[src/rtl/wb_pkg.sv]
// Shared types and constants for the register-file writeback scheduler.
// The WB_BYPASS_EN build option is consumed by wb_fifo and wb_scheduler.
package wb_pkg;

    localparam int WB_DEPTH = 4;
    localparam int WB_AW    = 4;
    localparam int WB_DW    = 32;

    localparam logic [WB_AW-1:0] REG_PC = WB_AW'(15);

    typedef struct packed {
        logic [WB_AW-1:0] addr;
        logic [WB_DW-1:0] data;
    } wb_entry_t;

endpackage

[src/rtl/wb_fifo.sv]
// In-order circular buffer with two push ports and a 0/1/2 pop count.
// With WB_BYPASS_EN defined it also exposes every slot in age order with valid bits.
module wb_fifo
    import wb_pkg::*;
#(
    parameter int DEPTH = WB_DEPTH
) (
    input  logic                     clk,
    input  logic                     rst_n,
    input  logic                     push0,
    input  wb_entry_t                push0_entry,
    input  logic                     push1,
    input  wb_entry_t                push1_entry,
    input  logic [1:0]               pop_cnt,
    output wb_entry_t                head0,
    output wb_entry_t                head1,
    output logic [$clog2(DEPTH):0]   count
`ifdef WB_BYPASS_EN
    ,
    output wb_entry_t                entries [DEPTH],
    output logic [DEPTH-1:0]         entry_valid
`endif
);

    localparam int PW = $clog2(DEPTH);

    wb_entry_t       mem [DEPTH];
    logic [PW-1:0]   rd_ptr;
    logic [PW-1:0]   wr_ptr;
    logic [PW-1:0]   rd_ptr1;
    logic [PW-1:0]   wr_ptr1;
    logic [PW:0]     count_next;

    assign rd_ptr1 = rd_ptr + PW'(1);
    assign wr_ptr1 = wr_ptr + PW'(1);

    always_comb begin
        count_next = count + (PW+1)'(push0) + (PW+1)'(push1) - (PW+1)'(pop_cnt);
    end

    // Channel 0 is older, so it takes the first free slot when both push.
    always_ff @(posedge clk) begin
        if (push0) begin
            mem[wr_ptr] <= push0_entry;
        end
        if (push1) begin
            mem[push0 ? wr_ptr1 : wr_ptr] <= push1_entry;
        end
    end

    always_ff @(posedge clk) begin
        if (!rst_n) begin
            rd_ptr <= '0;
            wr_ptr <= '0;
            count  <= '0;
        end else begin
            wr_ptr <= wr_ptr + PW'(push0) + PW'(push1);
            rd_ptr <= rd_ptr + PW'(pop_cnt);
            count  <= count_next;
        end
    end

    assign head0 = mem[rd_ptr];
    assign head1 = mem[rd_ptr1];

`ifdef WB_BYPASS_EN
    always_comb begin
        for (int a = 0; a < DEPTH; a++) begin
            entries[a]     = mem[rd_ptr + PW'(a)];
            entry_valid[a] = ((PW+1)'(a) < count);
        end
    end
`endif

endmodule

[src/rtl/wb_scheduler.sv]
// Writeback scheduler: queues ALU/multiplier results, retires up to two per cycle,
// and steers R15 writes to the PC port. WB_BYPASS_EN adds a forwarding lookup.
module wb_scheduler
    import wb_pkg::*;
#(
    parameter int DEPTH = WB_DEPTH,
    parameter int AW    = WB_AW,
    parameter int DW    = WB_DW
) (
    input  logic          clk,
    input  logic          rst_n,
    input  logic          res0_valid,
    output logic          res0_ready,
    input  logic [AW-1:0] res0_addr,
    input  logic [DW-1:0] res0_data,
    input  logic          res1_valid,
    output logic          res1_ready,
    input  logic [AW-1:0] res1_addr,
    input  logic [DW-1:0] res1_data,
    output logic [AW-1:0] write_address,
    output logic [DW-1:0] write_data,
    output logic          write_enable,
    output logic [AW-1:0] write_address2,
    output logic [DW-1:0] write_data2,
    output logic          write_enable2,
    output logic [DW-1:0] pc_update,
    output logic          pc_write,
`ifdef WB_BYPASS_EN
    input  logic [AW-1:0] fwd_addr,
    output logic          fwd_hit,
    output logic [DW-1:0] fwd_data,
`endif
    output logic          busy
);

    localparam int CW = $clog2(DEPTH) + 1;

    logic            push0;
    logic            push1;
    wb_entry_t       push0_entry;
    wb_entry_t       push1_entry;
    wb_entry_t       head0;
    wb_entry_t       head1;
    logic [CW-1:0]   count;
    logic [1:0]      pop_cnt;
    logic            issue1;
    logic            issue2;
    logic            issue_pc;

`ifdef WB_BYPASS_EN
    wb_entry_t        entries [DEPTH];
    logic [DEPTH-1:0] entry_valid;
`endif

    // Readiness depends on the registered count only, never on valid.
    assign res0_ready = (count <= CW'(DEPTH - 1));
    assign res1_ready = (count <= CW'(DEPTH - 2));

    assign push0 = res0_valid & res0_ready;
    assign push1 = res1_valid & res1_ready;

    assign push0_entry = '{addr: res0_addr, data: res0_data};
    assign push1_entry = '{addr: res1_addr, data: res1_data};

    wb_fifo #(
        .DEPTH (DEPTH)
    ) u_fifo (
        .clk         (clk),
        .rst_n       (rst_n),
        .push0       (push0),
        .push0_entry (push0_entry),
        .push1       (push1),
        .push1_entry (push1_entry),
        .pop_cnt     (pop_cnt),
        .head0       (head0),
        .head1       (head1),
        .count       (count)
`ifdef WB_BYPASS_EN
        ,
        .entries     (entries),
        .entry_valid (entry_valid)
`endif
    );

    // A PC write retires alone; a second regfile write needs a distinct, non-PC address.
    always_comb begin
        issue1   = 1'b0;
        issue2   = 1'b0;
        issue_pc = 1'b0;
        pop_cnt  = 2'd0;
        if (count != CW'(0)) begin
            if (head0.addr == REG_PC) begin
                issue_pc = 1'b1;
                pop_cnt  = 2'd1;
            end else begin
                issue1  = 1'b1;
                pop_cnt = 2'd1;
                if ((count >= CW'(2)) && (head1.addr != REG_PC) &&
                    (head1.addr != head0.addr)) begin
                    issue2  = 1'b1;
                    pop_cnt = 2'd2;
                end
            end
        end
    end

    always_ff @(posedge clk) begin
        if (!rst_n) begin
            write_enable   <= 1'b0;
            write_enable2  <= 1'b0;
            pc_write       <= 1'b0;
            write_address  <= '0;
            write_data     <= '0;
            write_address2 <= '0;
            write_data2    <= '0;
            pc_update      <= '0;
        end else begin
            write_enable  <= issue1;
            write_enable2 <= issue2;
            pc_write      <= issue_pc;
            if (issue1) begin
                write_address <= head0.addr;
                write_data    <= head0.data;
            end
            if (issue2) begin
                write_address2 <= head1.addr;
                write_data2    <= head1.data;
            end
            if (issue_pc) begin
                pc_update <= head0.data;
            end
        end
    end

    assign busy = (count != CW'(0)) | write_enable | write_enable2 | pc_write;

`ifdef WB_BYPASS_EN
    // Later matches override earlier ones: issuing writes are oldest, then queue head to tail.
    always_comb begin
        fwd_hit  = 1'b0;
        fwd_data = '0;
        if (write_enable && (write_address == fwd_addr)) begin
            fwd_hit  = 1'b1;
            fwd_data = write_data;
        end
        if (pc_write && (fwd_addr == REG_PC)) begin
            fwd_hit  = 1'b1;
            fwd_data = pc_update;
        end
        if (write_enable2 && (write_address2 == fwd_addr)) begin
            fwd_hit  = 1'b1;
            fwd_data = write_data2;
        end
        for (int a = 0; a < DEPTH; a++) begin
            if (entry_valid[a] && (entries[a].addr == fwd_addr)) begin
                fwd_hit  = 1'b1;
                fwd_data = entries[a].data;
            end
        end
    end
`endif

endmodule
[config.mk]
export PLATFORM = sky130hd
export DESIGN_NAME = wb_scheduler
export DESIGN_NICKNAME = d
export VERILOG_FILES = /design/src/rtl/wb_pkg.sv /design/src/rtl/wb_fifo.sv /design/src/rtl/wb_scheduler.sv
export SDC_FILE = /design/constraint.sdc
export NUM_CORES = 1
export LEC_CHECK = 0
export BUFFER_PORTS_ARGS = -buffer_cell sky130_fd_sc_hd__clkbuf_2
export CORE_MARGIN = 8
export CORE_UTILIZATION = 57
export DETAILED_ROUTE_END_ITERATION = 16
export PLACE_DENSITY = 0.8
export SYNTH_ARGS = -nofsm -noshare
export SYNTH_HDL_FRONTEND = slang
export SYNTH_SLANG_ARGS = --single-unit
[constraint.sdc]
create_clock -name clk -period 3.7 [get_ports clk]
set_input_delay 0.37 -clock clk [delete_from_list [all_inputs] [get_ports clk]]
set_output_delay 0.37 -clock clk [all_outputs]
set_load 0.05 [all_outputs]
Yosys cells after proc, flatten, opt, wreduce, memory -nomap -nowiden

Memories as Yosys holds them, arrays and structs flattened. A register that Yosys moved wholly into a read port is not among the register bits.
Cells that the tools add are included.

Bitwise gates (word level): 5
Add/sub/neg operators: 8
Reduce and logical (&&, ||, !) cells: 3
Equal/unequal tests: 3
Order comparisons: 3
Mux-type cells: 16

Operator list:

| operator                                                          | count |
|---|---|
| 2-to-1 mux 1 bit                                                  | 11 |
| 2-to-1 mux 2 bit                                                  | 5 |
| adder 3 x 1 -> 3 bit                                              | 2 |
| <= comparator 3 x 2 -> 1 bit, second input constant               | 2 |
| adder 2 x 1 -> 2 bit                                              | 2 |
| adder 2 x 1 -> 2 bit, second input constant                       | 2 |
| equality test 4 bit, second input constant                        | 1 |
| inequality test 4 bit                                             | 1 |
| inequality test 4 bit, second input constant                      | 1 |
| greater-or-equal comparator 3 x 2 -> 1 bit, second input constant | 1 |
| OR 1 bit                                                          | 3 |
| nonzero test 3 bit                                                | 1 |
| subtractor 3 x 2 -> 3 bit                                         | 1 |
| adder 2 bit                                                       | 1 |
| bitwise AND 1 bit                                                 | 2 |
| logical AND 1 bit                                                 | 2 |

Output and inout bits: 110
Memory bits (writable): 144
Memories kept: 1
Flip-flop bits (word level): 114

Memories:

| memory     | words | width | read ports | clocked after Yosys merged registers in | write ports | line          | text |
|---|---|---|---|---|---|---|---|
| u_fifo.mem | 4     | 36    | 2          | 1                                       | 2           | wb_fifo.sv:27 | `wb_entry_t mem [DEPTH];` |

Logic depth before layout (Yosys ltp)

An unclocked memory read counts as a cell.

Depth in word-level cells: 10
Gate-level depth with buffers: 14
Gate-level depth less buffers: 12

By module

Synthesis repeated with hierarchy kept, for this count alone.

Cell total of the unflattened synthesis: 911
Area total of the unflattened synthesis: 12637.1 um^2

Modules (own cells, without submodules):

| module       | area an instance (um^2) | instances | seq. area each (um^2) | cells each |
|---|---|---|---|---|
| wb_fifo      | 8536.9                  | 1         | 4464.3                | 443 |
| wb_scheduler | 4100.2                  | 1         | 2142.1                | 468 |

Worst setup path after synthesis

No wires, ideal clock.

Path type: reg2reg
Start point: register u_fifo.count[2]
End point: memory u_fifo.mem[2][0] in the netlist's numbering (enable)
Stages on the path, launching flop included: 8
Arrival time: 3.059 ns
Required time: 3.308 ns
Setup slack: 0.249 ns
Path through: dfxtp_1 > clkbuf_1 > a21oi_1 > and2_1 > inv_1 > a21oi_2 > buf_2 > a21o_1

RTL lines:

| item                   | line          | text |
|---|---|---|
| from (decl)            | wb_fifo.sv:17 | `output logic [$clog2(DEPTH):0] count` |
| from (signal assigned) | wb_fifo.sv:59 | `count <= count_next;` |
| to (decl)              | wb_fifo.sv:27 |  |

Final worst setup path

Start point: register u_fifo.rd_ptr[0]
End point: register u_fifo.count[2]

Word-level cells in the longest chain between the ends: 9
Elaborated cells between the ends (all ways): 10

Ends and longest elaborated chain:

| item                          | line               | text |
|---|---|---|
| from (decl)                   | wb_fifo.sv:28      | `logic [PW-1:0] rd_ptr;` |
| from (signal assigned)        | wb_fifo.sv:58      | `rd_ptr <= rd_ptr + PW'(pop_cnt);` |
| adder 2 x 1 -> 2 bit (*)      | wb_fifo.sv:34      | `assign rd_ptr1 = rd_ptr + PW'(1);` |
| memory (4 x 36 bit) (*)       | --                 |  |
| inequality test 4 bit         | wb_scheduler.sv:98 | `if ((count >= CW'(2)) && (head1.addr != REG_PC) &&` |
| logical AND 1 bit             | wb_scheduler.sv:98 |  |
| logical AND 1 bit (*)         | wb_scheduler.sv:98 |  |
| 2-to-1 mux 2 bit (*)          | wb_scheduler.sv:98 |  |
| 2-to-1 mux 2 bit (*)          | wb_scheduler.sv:92 | `if (head0.addr == REG_PC) begin` |
| 2-to-1 mux 2 bit (*)          | wb_scheduler.sv:91 | `if (count != CW'(0)) begin` |
| subtractor 3 x 2 -> 3 bit (*) | wb_fifo.sv:38      | `count_next = count + (PW+1)'(push0) + (PW+1)'(push1) - (PW+1)'(pop_cnt);` |

Mark *: on every way between the ends. The rest lies on a longest branch, timed or not.
A chain may end at the register's enable or synchronous reset.

==> reports/results.ini <==
[critical_path]
critPathRequiredTime_ps=4080
rrSetupSlack_ps=260
arrival_ps=3820
critPathKind=flip-flop to flip-flop
path_cells=buf_4 > mux4_2 > nand4_4 > o211ai_4 > a31oi_4 > nor2_1 > ha_1 > inv_1 > fa_1 > fa_1 > xnor2_1 > xnor2_1 > nor2_1
cp-start-kind=flip-flop
worst_path_max_delay_cell=dfxtp_4
crit_fanout=19
cp-end-kind=flip-flop
critPathMaxStageDelay_ps=450

[route]
drc=0
dr.pass1.iters=5
routedWlPerCell_um=21.9
wl_mm=30.7
dr_total_vias=8339
ant_nets=0
drtIter0Drc=694
vias_per_cell=5.95

[yosys]
synth_largest_area_cell=edfxtp_1
synth-xor-area-share_pct=0.855
synth_top_family_by_area=multiplexers
synth_nets=1013
synth_seq_cells=258
avgSynthCellArea_um2=13.3
synthCells=927
synth_area_mm2=0.0123
yosysTopAreaCellShare_pct=35.2
synth_cell_type_count=44
synthTopCellsByArea=edfxtp_1, dfxtp_1, mux4_2, mux2_2, nand2_1
yosys.area_share.simple_pct=7.85
synth-seq-area-share_pct=53.7
synth.area.mux_share_pct=29.6
synth_adder_area_share_pct=1.20
yosysWarnings=0
synth_compound_area_share_pct=4.04

[place]
gp_congestion=0.775
pre_cts_slack_ps=147
io_buffers=185
place_hpwl_mm=19.8
place_inst=1343

[sta]
setup_viol=0
drv_slew=0
finalHoldViolations=0
tns_ps=0
tightest_slew_ps=1120
worst_slack_ps=264
rsz0062_at_grt=no
clock.fmax_ghz=0.291
skew_ps=7.22
finalCriticalPeriod_ps=3440
fin_crit_sh_pct=92.9
maxSlewHeadroom_pct=25.3

[cells_and_area]
area_delta_synth_final_pct=17.8
stdcell_count=1401
drive_gt1_share_pct=43.7
nets=1189
fill_cells=1472
ff_latch_area_mm2=0.00661
multi_input_area_mm2=0.00539

[floorplan]
dieArea_mm2=0.0265
core-area_mm2=0.0211
start_util_pct=58.3
io-pin-count=186
die_h_um=163
die_w_um=163
fp-row-count=53

[clocking]
clockBufferDepth=3
cts_tree=yes
clkSinkCount=258
numCtsBuffers=28
postCtsHoldBufs=0
clkTransAtPathRegs_ps=60
root_buffer=clkbuf_16
cts-htree-levels=1
clock_latency_ps=540

[pwr]
power-per-cell-area_mw_per_mm2=993
leakage_nw=5.50
max-vdd-ir-drop_mv=0.536
totalPowerFinal_mw=14.4

[global_route]
grt_max_degree=82
first_global_vias=8544
antenna_found_initial=4
grt_pass1_wl_mm=47.7
grtUsageTotal_pct=22.8
grt_overflow=0

[worst_hold_path]
hp-class=input port to flip-flop

[outcome]
status=completed

[job]
cap_violations=0

## cell families (layout without fill, tap and decap cells)
logic type	count (synthesis)	count (layout)
other cells	0	2
flops	258	258
buf+inv	73	270
xor+xnor	12	12
compound gates	82	82
mux	254	254
fa+ha+maj	10	10
simple gates	238	238
## final timing paths
path | start | end | cells past startpoint
setup / recovery | u_fifo.rd_ptr[0] | u_fifo.count[2] | 13
hold / removal | res0_data[12] | u_fifo.mem[1][12] | 2
setup reg to reg | u_fifo.rd_ptr[0] | u_fifo.count[2] | 13
hold reg to reg | pc_update[10] | pc_update[10] | 2
## timing repair
item / 4_1_cts / 5_1_grt
resized for setup: 0 / 1
endpoints found under the setup margin: 0 / 1
buffers inserted: 0 / 5
## cells in the mapped netlist, drive strengths merged
master / number
a21o: 3
a21oi: 68
a311o: 1
a31oi: 2
and2: 6
buf: 31
clkbuf: 33
clkinv: 1
dfxtp: 114
edfxtp: 144
fa: 3
ha: 7
inv: 8
mux2: 144
mux2i: 37
mux4: 73
nand2: 205
nand2b: 4
nand3: 5
nand3b: 1
nand4: 2
nor2: 9
nor3: 2
nor3b: 1
o211ai: 1
o221a: 4
o22ai: 1
o311ai: 1
o31ai: 1
or2: 1
or3: 1
or4: 1
xnor2: 6
xor2: 6
## cell usage in the layout, fill, tap and decap left out, drive strengths merged
cell type and count:
a21o 3, a21oi 68, a311o 1, a31oi 2, and2 6, buf 26
bufinv 1, clkbuf 231, clkinv 3, dfxtp 114, diode 2, edfxtp 144
fa 3, ha 7, inv 9, mux2 144, mux2i 37, mux4 73
nand2 205, nand2b 4, nand3 5, nand3b 1, nand4 2, nor2 9
nor3 2, nor3b 1, o211ai 1, o221a 4, o22ai 1, o311ai 1
o31ai 1, or2 1, or3 1, or4 1, xnor2 6, xor2 6
## critical path: cells and delay by family (launching register included)
| family | cells | cell delay (ps) |
|---|---|---|
| buffers and inverters | 2 | 350 |
| AOI/OAI and AO/OA | 2 | 360 |
| adders and majority gates | 3 | 1060 |
| DFF | 1 | 450 |
| xor gates and xnor gates | 2 | 310 |
| and+or+nand+nor | 3 | 340 |
| muxes | 1 | 390 |
## stage by stage
| step | cell area (um2) | hold slack, ps | utilization (%) |
|---|---|---|---|
| after floorplan | 12300 | 551 | - |
| after global placement | 13500 | 442 | 64.0 |
| after detailed placement | 13500 | 445 | 64.0 |
| after CTS | 14400 | 159 | 68.5 |
| after global routing | 14500 | 166 | 68.7 |
| final | 14500 | 179 | 68.7 |
## registers in the layout (all words and copies together), names as in the netlist
register,cells
u_fifo.rd_ptr,2
write_enable,1
pc_write,1
write_address,4
write_enable2,1
write_data,32
write_data2,32
u_fifo.mem,144
write_address2,4
u_fifo.count,3
pc_update,32
u_fifo.wr_ptr,2
## power breakdown
group	switching [mW]	internal (mW)	leakage (nW)
Clock	1.09	1.72	0.469
Sequential	0.591	4.25	2.27
Combinational	4.36	2.37	2.76
Total	6.05	8.34	5.50
## layer usage
layer | track usage, % | vias up | share of wire [%]
met5 | 0 | - | 0.081
met4 | 6.26 | 4 | 2.0
met3 | 4.70 | 51 | 7.3
met2 | 38.4 | 328 | 50
met1 | 29.4 | 4170 | 41
li1 | - | 3786 | -
## area by class of cell
cell class	instances	share of cell area, %
Clock buffer	47	6.25
Inverter	9	0.250
Sequential cell	258	45.6
Clock inverter	4	0.311
Tap cell	275	2.37
Antenna cell	2	0.0345
Timing Repair Buffer	210	7.90
Multi-Input combinational cell	596	37.2
No activity file was read; power rests on OpenSTA's default activity.
